--- config.mk ---
export PLATFORM = sky130hd
export DESIGN_NAME = led_shift_ctrl
export DESIGN_NICKNAME = d
export VERILOG_FILES = /design/src/rtl/led_shift_ctrl.sv
export SDC_FILE = /design/constraint.sdc
export NUM_CORES = 2
export LEC_CHECK = 0
export CAP_MARGIN = 20
export CORE_AREA = 2 2 399 401
export CTS_BUF_LIST = sky130_fd_sc_hd__clkbuf_4
export DETAILED_ROUTE_END_ITERATION = 10
export DIE_AREA = 0 0 401 403
export PLACE_DENSITY = 0.49
export RECOVER_POWER = 25
export SKIP_LAST_GASP = 1
export SLEW_MARGIN = 20
export SYNTH_ARGS = -nofsm -noshare
export SYNTH_HDL_FRONTEND = slang
export SYNTH_SLANG_ARGS = --single-unit
export TNS_END_PERCENT = 10
--- constraint.sdc ---
create_clock -name clk -period 20.4 [get_ports clk]
set_clock_uncertainty 0.1 [all_clocks]
set_input_delay 6.12 -clock clk [delete_from_list [all_inputs] [get_ports clk]]
set_output_delay 6.12 -clock clk [all_outputs]
set_load 0.03 [all_outputs]
--- src/rtl/led_shift_ctrl.sv ---
// LED driver chain loader: fetches one word per step from the frame buffer and shifts every band
// MSB-first onto parallel SOUT lines with a generated SCLK and one LAT pulse per word.
module led_shift_ctrl #(
   parameter int NB_LED_BAND = 20,
   parameter int WORD_WIDTH  = 48,
   parameter int NB_WORDS    = 16,
   parameter int CLK_DIV     = 2
) (
   input  logic                              clk,
   input  logic                              nrst,
   input  logic                              start,
   output logic                              busy,
   output logic                              done,
   output logic                              rd_req,
   output logic [$clog2(NB_WORDS)-1:0]       rd_addr,
   input  logic [NB_LED_BAND*WORD_WIDTH-1:0] rd_data,
   input  logic                              hps_override,
   input  logic [NB_LED_BAND-1:0]            hps_SOUT,
   input  logic                              hps_SCLK,
   input  logic                              hps_LAT,
   output logic [NB_LED_BAND-1:0]            SOUT,
   output logic                              SCLK,
   output logic                              LAT
);

   localparam int AW = $clog2(NB_WORDS);
   localparam int BW = $clog2(WORD_WIDTH);
   localparam int DW = $clog2(CLK_DIV + 1);
   localparam logic [AW-1:0] LAST_WORD = AW'(NB_WORDS - 1);
   localparam logic [BW-1:0] MSB_BIT   = BW'(WORD_WIDTH - 1);
   localparam logic [DW-1:0] DIV_LAST  = DW'(CLK_DIV - 1);

   typedef enum logic [2:0] {
      S_IDLE,
      S_FETCH,
      S_LOAD,
      S_SHIFT,
      S_LATCH
   } state_t;

   state_t                          state;
   state_t                          state_nxt;
   logic [AW-1:0]                   word;
   logic [BW-1:0]                   bit_cnt;
   logic [DW-1:0]                   div_cnt;
   logic                            sclk_hi;
   logic [NB_LED_BAND*WORD_WIDTH-1:0] shreg;
   logic [NB_LED_BAND-1:0]          sout_r;
   logic                            sclk_r;
   logic                            lat_r;
   logic [NB_LED_BAND-1:0]          load_msb;
   logic [NB_LED_BAND-1:0]          next_msb;
   logic                            accept;
   logic                            div_last;
   logic                            bit_adv;
   logic                            seq_end;

   // Each band's current bit sits at the top of its slice; the flat shift below never
   // carries a neighbour's bit far enough to reach that position within one word.
   for (genvar k = 0; k < NB_LED_BAND; k++) begin : g_band
      assign load_msb[k] = rd_data[k*WORD_WIDTH + WORD_WIDTH - 1];
      assign next_msb[k] = shreg[k*WORD_WIDTH + WORD_WIDTH - 2];
   end

   // A start coinciding with the done pulse is dropped so the completed sequence is seen first.
   assign accept   = (state == S_IDLE) && start && !done && !hps_override;
   assign div_last = (div_cnt == DIV_LAST);
   assign bit_adv  = (state == S_SHIFT) && div_last && sclk_hi;
   assign seq_end  = (state == S_LATCH) && div_last && (word == LAST_WORD) && !hps_override;

   assign busy    = (state != S_IDLE);
   assign rd_req  = (state == S_FETCH) && !hps_override;
   assign rd_addr = word;

   assign SOUT = hps_override ? hps_SOUT : sout_r;
   assign SCLK = hps_override ? hps_SCLK : sclk_r;
   assign LAT  = hps_override ? hps_LAT  : lat_r;

   always_ff @(posedge clk) begin
      if (!nrst) state <= S_IDLE;
      else       state <= state_nxt;
   end

   always_comb begin
      state_nxt = state;
      if (hps_override) begin
         state_nxt = S_IDLE;
      end else begin
         case (state)
            S_IDLE:  if (accept) state_nxt = S_FETCH;
            S_FETCH: state_nxt = S_LOAD;
            S_LOAD:  state_nxt = S_SHIFT;
            S_SHIFT: if (bit_adv && (bit_cnt == '0)) state_nxt = S_LATCH;
            S_LATCH: if (div_last) state_nxt = (word == LAST_WORD) ? S_IDLE : S_FETCH;
            default: state_nxt = S_IDLE;
         endcase
      end
   end

   always_ff @(posedge clk) begin
      if (!nrst) begin
         word    <= '0;
         bit_cnt <= '0;
         div_cnt <= '0;
         sclk_hi <= 1'b0;
         sout_r  <= '0;
         sclk_r  <= 1'b0;
         lat_r   <= 1'b0;
         done    <= 1'b0;
      end else begin
         done <= seq_end;
         if (hps_override) begin
            sout_r  <= '0;
            sclk_r  <= 1'b0;
            lat_r   <= 1'b0;
            sclk_hi <= 1'b0;
         end else begin
            case (state)
               S_IDLE: begin
                  if (accept) word <= '0;
               end
               S_LOAD: begin
                  bit_cnt <= MSB_BIT;
                  div_cnt <= '0;
                  sclk_hi <= 1'b0;
                  sclk_r  <= 1'b0;
                  sout_r  <= load_msb;
               end
               S_SHIFT: begin
                  if (div_last) begin
                     div_cnt <= '0;
                     if (!sclk_hi) begin
                        sclk_hi <= 1'b1;
                        sclk_r  <= 1'b1;
                     end else begin
                        sclk_hi <= 1'b0;
                        sclk_r  <= 1'b0;
                        if (bit_cnt == '0) begin
                           lat_r <= 1'b1;
                        end else begin
                           bit_cnt <= bit_cnt - 1'b1;
                           sout_r  <= next_msb;
                        end
                     end
                  end else begin
                     div_cnt <= div_cnt + 1'b1;
                  end
               end
               S_LATCH: begin
                  if (div_last) begin
                     div_cnt <= '0;
                     lat_r   <= 1'b0;
                     if (word != LAST_WORD) word <= word + 1'b1;
                  end else begin
                     div_cnt <= div_cnt + 1'b1;
                  end
               end
               default: ;
            endcase
         end
      end
   end

   always_ff @(posedge clk) begin
      if (state == S_LOAD)                     shreg <= rd_data;
      else if (bit_adv && (bit_cnt != '0))     shreg <= shreg << 1;
   end

endmodule
; After elaboration in Yosys (flattened, before gate mapping)
; Cells that the tools add are included.
[classes]
order_cmp = 0
n_reduce_logical = 31
mux = 32
eq_ne = 15
mul = 0
n_shift = 0
addsub = 3
bitwise_logic = 2
n_div = 0
[ops]
columns = cell, n
row1 = 959-bit 2-to-1 mux, 2
row2 = 20-bit 2-to-1 mux, 4
row3 = 20-bit case mux with 2 select lines, 1
row4 = 6-bit 2-to-1 mux, 3
row5 = 3-bit case mux with 5 select lines, 1
row6 = 5-bit AND reduction, 3
row7 = 4-bit 2-to-1 mux, 3
row8 = 6-bit case mux with 2 select lines, 1
row9 = 1-bit logical AND, 11
row10 = 2-bit inequality test (second input constant), 5
row11 = 2-bit nonzero test, 5
row12 = 1-bit 2-to-1 mux, 9
row13 = 3-bit 2-to-1 mux, 3
row14 = 4-bit case mux with 2 select lines, 1
row15 = 3-bit by 2-bit equality test with 1-bit output (second input constant), 2
row16 = 6-bit zero test, 1
row17 = 2-bit by 1-bit inequality test with 1-bit output (second input constant), 3
row18 = 6-bit nonzero test, 1
row19 = 6-bit by 1-bit subtractor with 6-bit output (second input constant), 1
row20 = 4-bit by 1-bit adder with 4-bit output (second input constant), 1
row21 = 4-bit equality test (second input constant), 1
row22 = 4-bit inequality test (second input constant), 1
row23 = 1-bit case mux with 2 select lines, 2
row24 = 2-bit case mux with 2 select lines, 1
row25 = 13 further kinds, 17
[totals]
ram_bits = 0
mem_bits_ro = 0
memories = 0
latchBits = 0
elab_cells = 92
ff_bits = 997
input_bits = 986

; Depth between registers and ports, before layout
[logic_depth]
ltp_word = 6
ltp_mapped = 7
depth_no_buf = 6

; Worst setup path after synthesis
; OpenSTA, ideal clock, no wires.
[synth_timing]
path_kind = input-to-output
from = input hps_override
to = output rd_req
path_stages = 3
arrival_time_ps = 7411
path_slack_ps = 6769
cell_sequence = buf_2 > buf_1 > nor4_1
[synth_between]
elab_chain_cells = 2
[synth_rtl]
columns = element, line_no
row1 = start: declaration, 17  ; input logic hps_override,
row2 = 1-bit zero test, 72  ; assign rd_req = (state == S_FETCH) && !hps_override;
row3 = 1-bit logical AND, 72
row4 = end: declaration, 14  ; output logic rd_req,
; No other way between the ends.

; Worst setup path in the final report
; Ends and elaborated chain as after synthesis.

==> out/results.txt <==
status: finished, violations left
failing checks: capacitance limit, slew limit
critical path launch point: hps_override
Design Power: 4.488 mW
Startpoint Class: input pin
cts repair resizes: 0
R2R setup slack: 7.37 ns
share of cells above drive strength 1: 0.4037
DRT Pass-1 Iters: 4
max cap viols: 5
placed cell areas: 54,800 sq um
Syn Inst Count: 2,266
antenna violations before repair: 61
Synth Flop Type: edfxtp_1
Area Overhead vs Synth: 38.09%
Post-Syn Nets: 3,255
commonest non-fill, non-tap cell in the layout: clkdlybuf4s50_1
die area: 161,600 sq um
Synth Warn #: 0
H-tree levels: 5
Hold Fails Final Rpt: 0
# port buffers: 1,014
Hold/Removal Path Class: reg2reg
Final period util: 0.7093
vias in the first global route: 26,660
CP required: 14.18 ns
crit-path max FO: 34
Antenna Nets Post-Route: 0
num rows: 146
sequential area share after synthesis: 0.6969
critical path class: in2out
number of enable flip-flop cells after synthesis: 959
final setup fails: 0
post-synth top area share: 0.6790
Max Transition Viols Final: 280
CTS Sinks: 997
sequential standard cell area: 29,560 sq um
minimum clock period: 14.47 ns
Synth Register Bits: 997
Crit Reg-Reg Startpoint: bit_cnt[1]
postcts setup bufs: 0
hold_ws: 0.3462 ns
most frequent cells in the layout: clkdlybuf4s50_1, mux2_2, edfxtp_1
CP arrival: 8.25 ns
Async SR Flop Fraction: 0
min-delay src: shreg[101]
Global Route Usage Sum: 0.1525
CTS Root Cell: clkbuf_4
setup TNS: 0 ns
via/cell ratio: 4.357
cts bufs inserted: 309
Syn Area/Cell: 18.72 sq um
Finished Cell Area: 58,570 sq um
clk_lat worst skew: 1.19 ns
area occupied by multi-input gates: 12,210 sq um
RR Endpoint: shreg[736]
synth unique cells: 47
grt ovf: 0
area leader, netlist: edfxtp_1
VDD IR max: 49.20 uV
io pins: 1,015
Mapped Area: 42,410 sq um
Starting Density: 0.2694
WL final: 127.4 mm
Rel. slew slack: -2.100
first-pass GRT wire length: 179.2 mm
hpwl dp: 88.46 mm
CTS tree: done
Initial DRC Count: 1,299
Final #Nets: 4,482
Die Height: 403 um
routed length per placed instance: 22.03 um
CTS hold repair buffers: 0
worst setup path end: rd_req
RSZ-0062 raised after global routing: false
Max Freq: 69.11 MHz
worst slew pin tran: 4.650 ns
routability cong.: 0.7591
Worst setup EP type: primary output
R2R depth: 9
Die Wd: 401 um
core area: 157,500 sq um
vias post-DR: 25,200
largest net degree at the start of global routing: 167
clk buf depth: 4
PwrDens: 76.62 nW/um^2
# DRC: 0
top cells by area, synth: edfxtp_1, mux2_2, dfxtp_1
Clock transition at path regs: 0.06 ns
Layout fillers: 15,240
leakage: 19.26 nW
==> logic make-up (layout without fill, tap and decap cells) <==
logic type,count (synthesis),in the layout,share of synthesized area
other cells,0,27,0
buf+inv,129,1549,0.01560
fa+ha+maj,3,3,0.0008851
compound gates,57,57,0.01091
mux,1001,1001,0.2651
simple gates,79,79,0.01059
flops,997,997,0.6969
==> per-stage QoR <==
stage	setup WS [ns]	util	instances
floorplan	6.769	-	2266
global placement	5.992	0.3480	5253
detailed placement	5.976	0.3480	5253
CTS	5.974	0.3715	5757
global route	5.906	0.3718	5777
finish	5.930	0.3720	5785
==> Yosys cell counts (5+ instances only) <==
| master | n |
|---|---|
| nand2_1 | 9 |
| a21oi_1 | 10 |
| edfxtp_1 | 959 |
| buf_4 | 9 |
| buf_2 | 109 |
| nor3_1 | 25 |
| dfxtp_1 | 38 |
| a211oi_1 | 9 |
| mux2_2 | 979 |
| a211oi_2 | 12 |
| mux2i_1 | 22 |
| nor2_1 | 9 |
| nand3_1 | 5 |
==> layer usage <==
layer | wire (um) | global-route usage | vias to the layer above | share of wire
li1 | - | - | 11590 | -
met1 | 48810 | 0.1672 | 12330 | 0.38
met2 | 63460 | 0.2548 | 945 | 0.50
met3 | 12270 | 0.07522 | 268 | 0.096
met4 | 2385 | 0.05369 | 74 | 0.019
met5 | 489 | 0 | - | 0.0038
==> sequential cells by signal, indices dropped and copies added, names as in the netlist <==
name / flops
div_cnt: 2
bit_cnt: 6
rd_addr: 4
sclk_r: 1
shreg: 959
lat_r: 1
done: 1
sout_r: 20
state: 3
==> how the worst min path moves through the flow <==
stage                  to  slack, ns  cells after the start
2_1_floorplan  div_cnt[1]       0.34                      1
3_3_place_gp   div_cnt[1]       0.35                      1
3_5_place_dp   div_cnt[1]       0.36                      1
4_1_cts        shreg[102]       0.33                      1
5_1_grt        shreg[102]       0.35                      1
6_report       shreg[102]       0.35                      1
==> layout make-up <==
type | count | area share
sequential | 997 | 0.5047
timing repair buffer | 1041 | 0.1779
clock inverter | 51 | 0.005170
antenna | 27 | 0.001154
tap | 2072 | 0.04426
inverter | 4 | 0.0002563
clock buffer | 453 | 0.05806
multi-input combinational | 1140 | 0.2085
==> power by group <==
group	internal, mW	switching, mW
combinational	0.205	0.0762
sequential	2.24	0.00540
clock	1.05	0.905
total	3.50	0.986
==> critical path: stages <==
cell and delay (ns):
buf_2 0.09, buf_4 0.31, nor4_1 0.83, clkdlybuf4s50_1 0.86
Note: power is estimated with default switching activity, not from simulation.
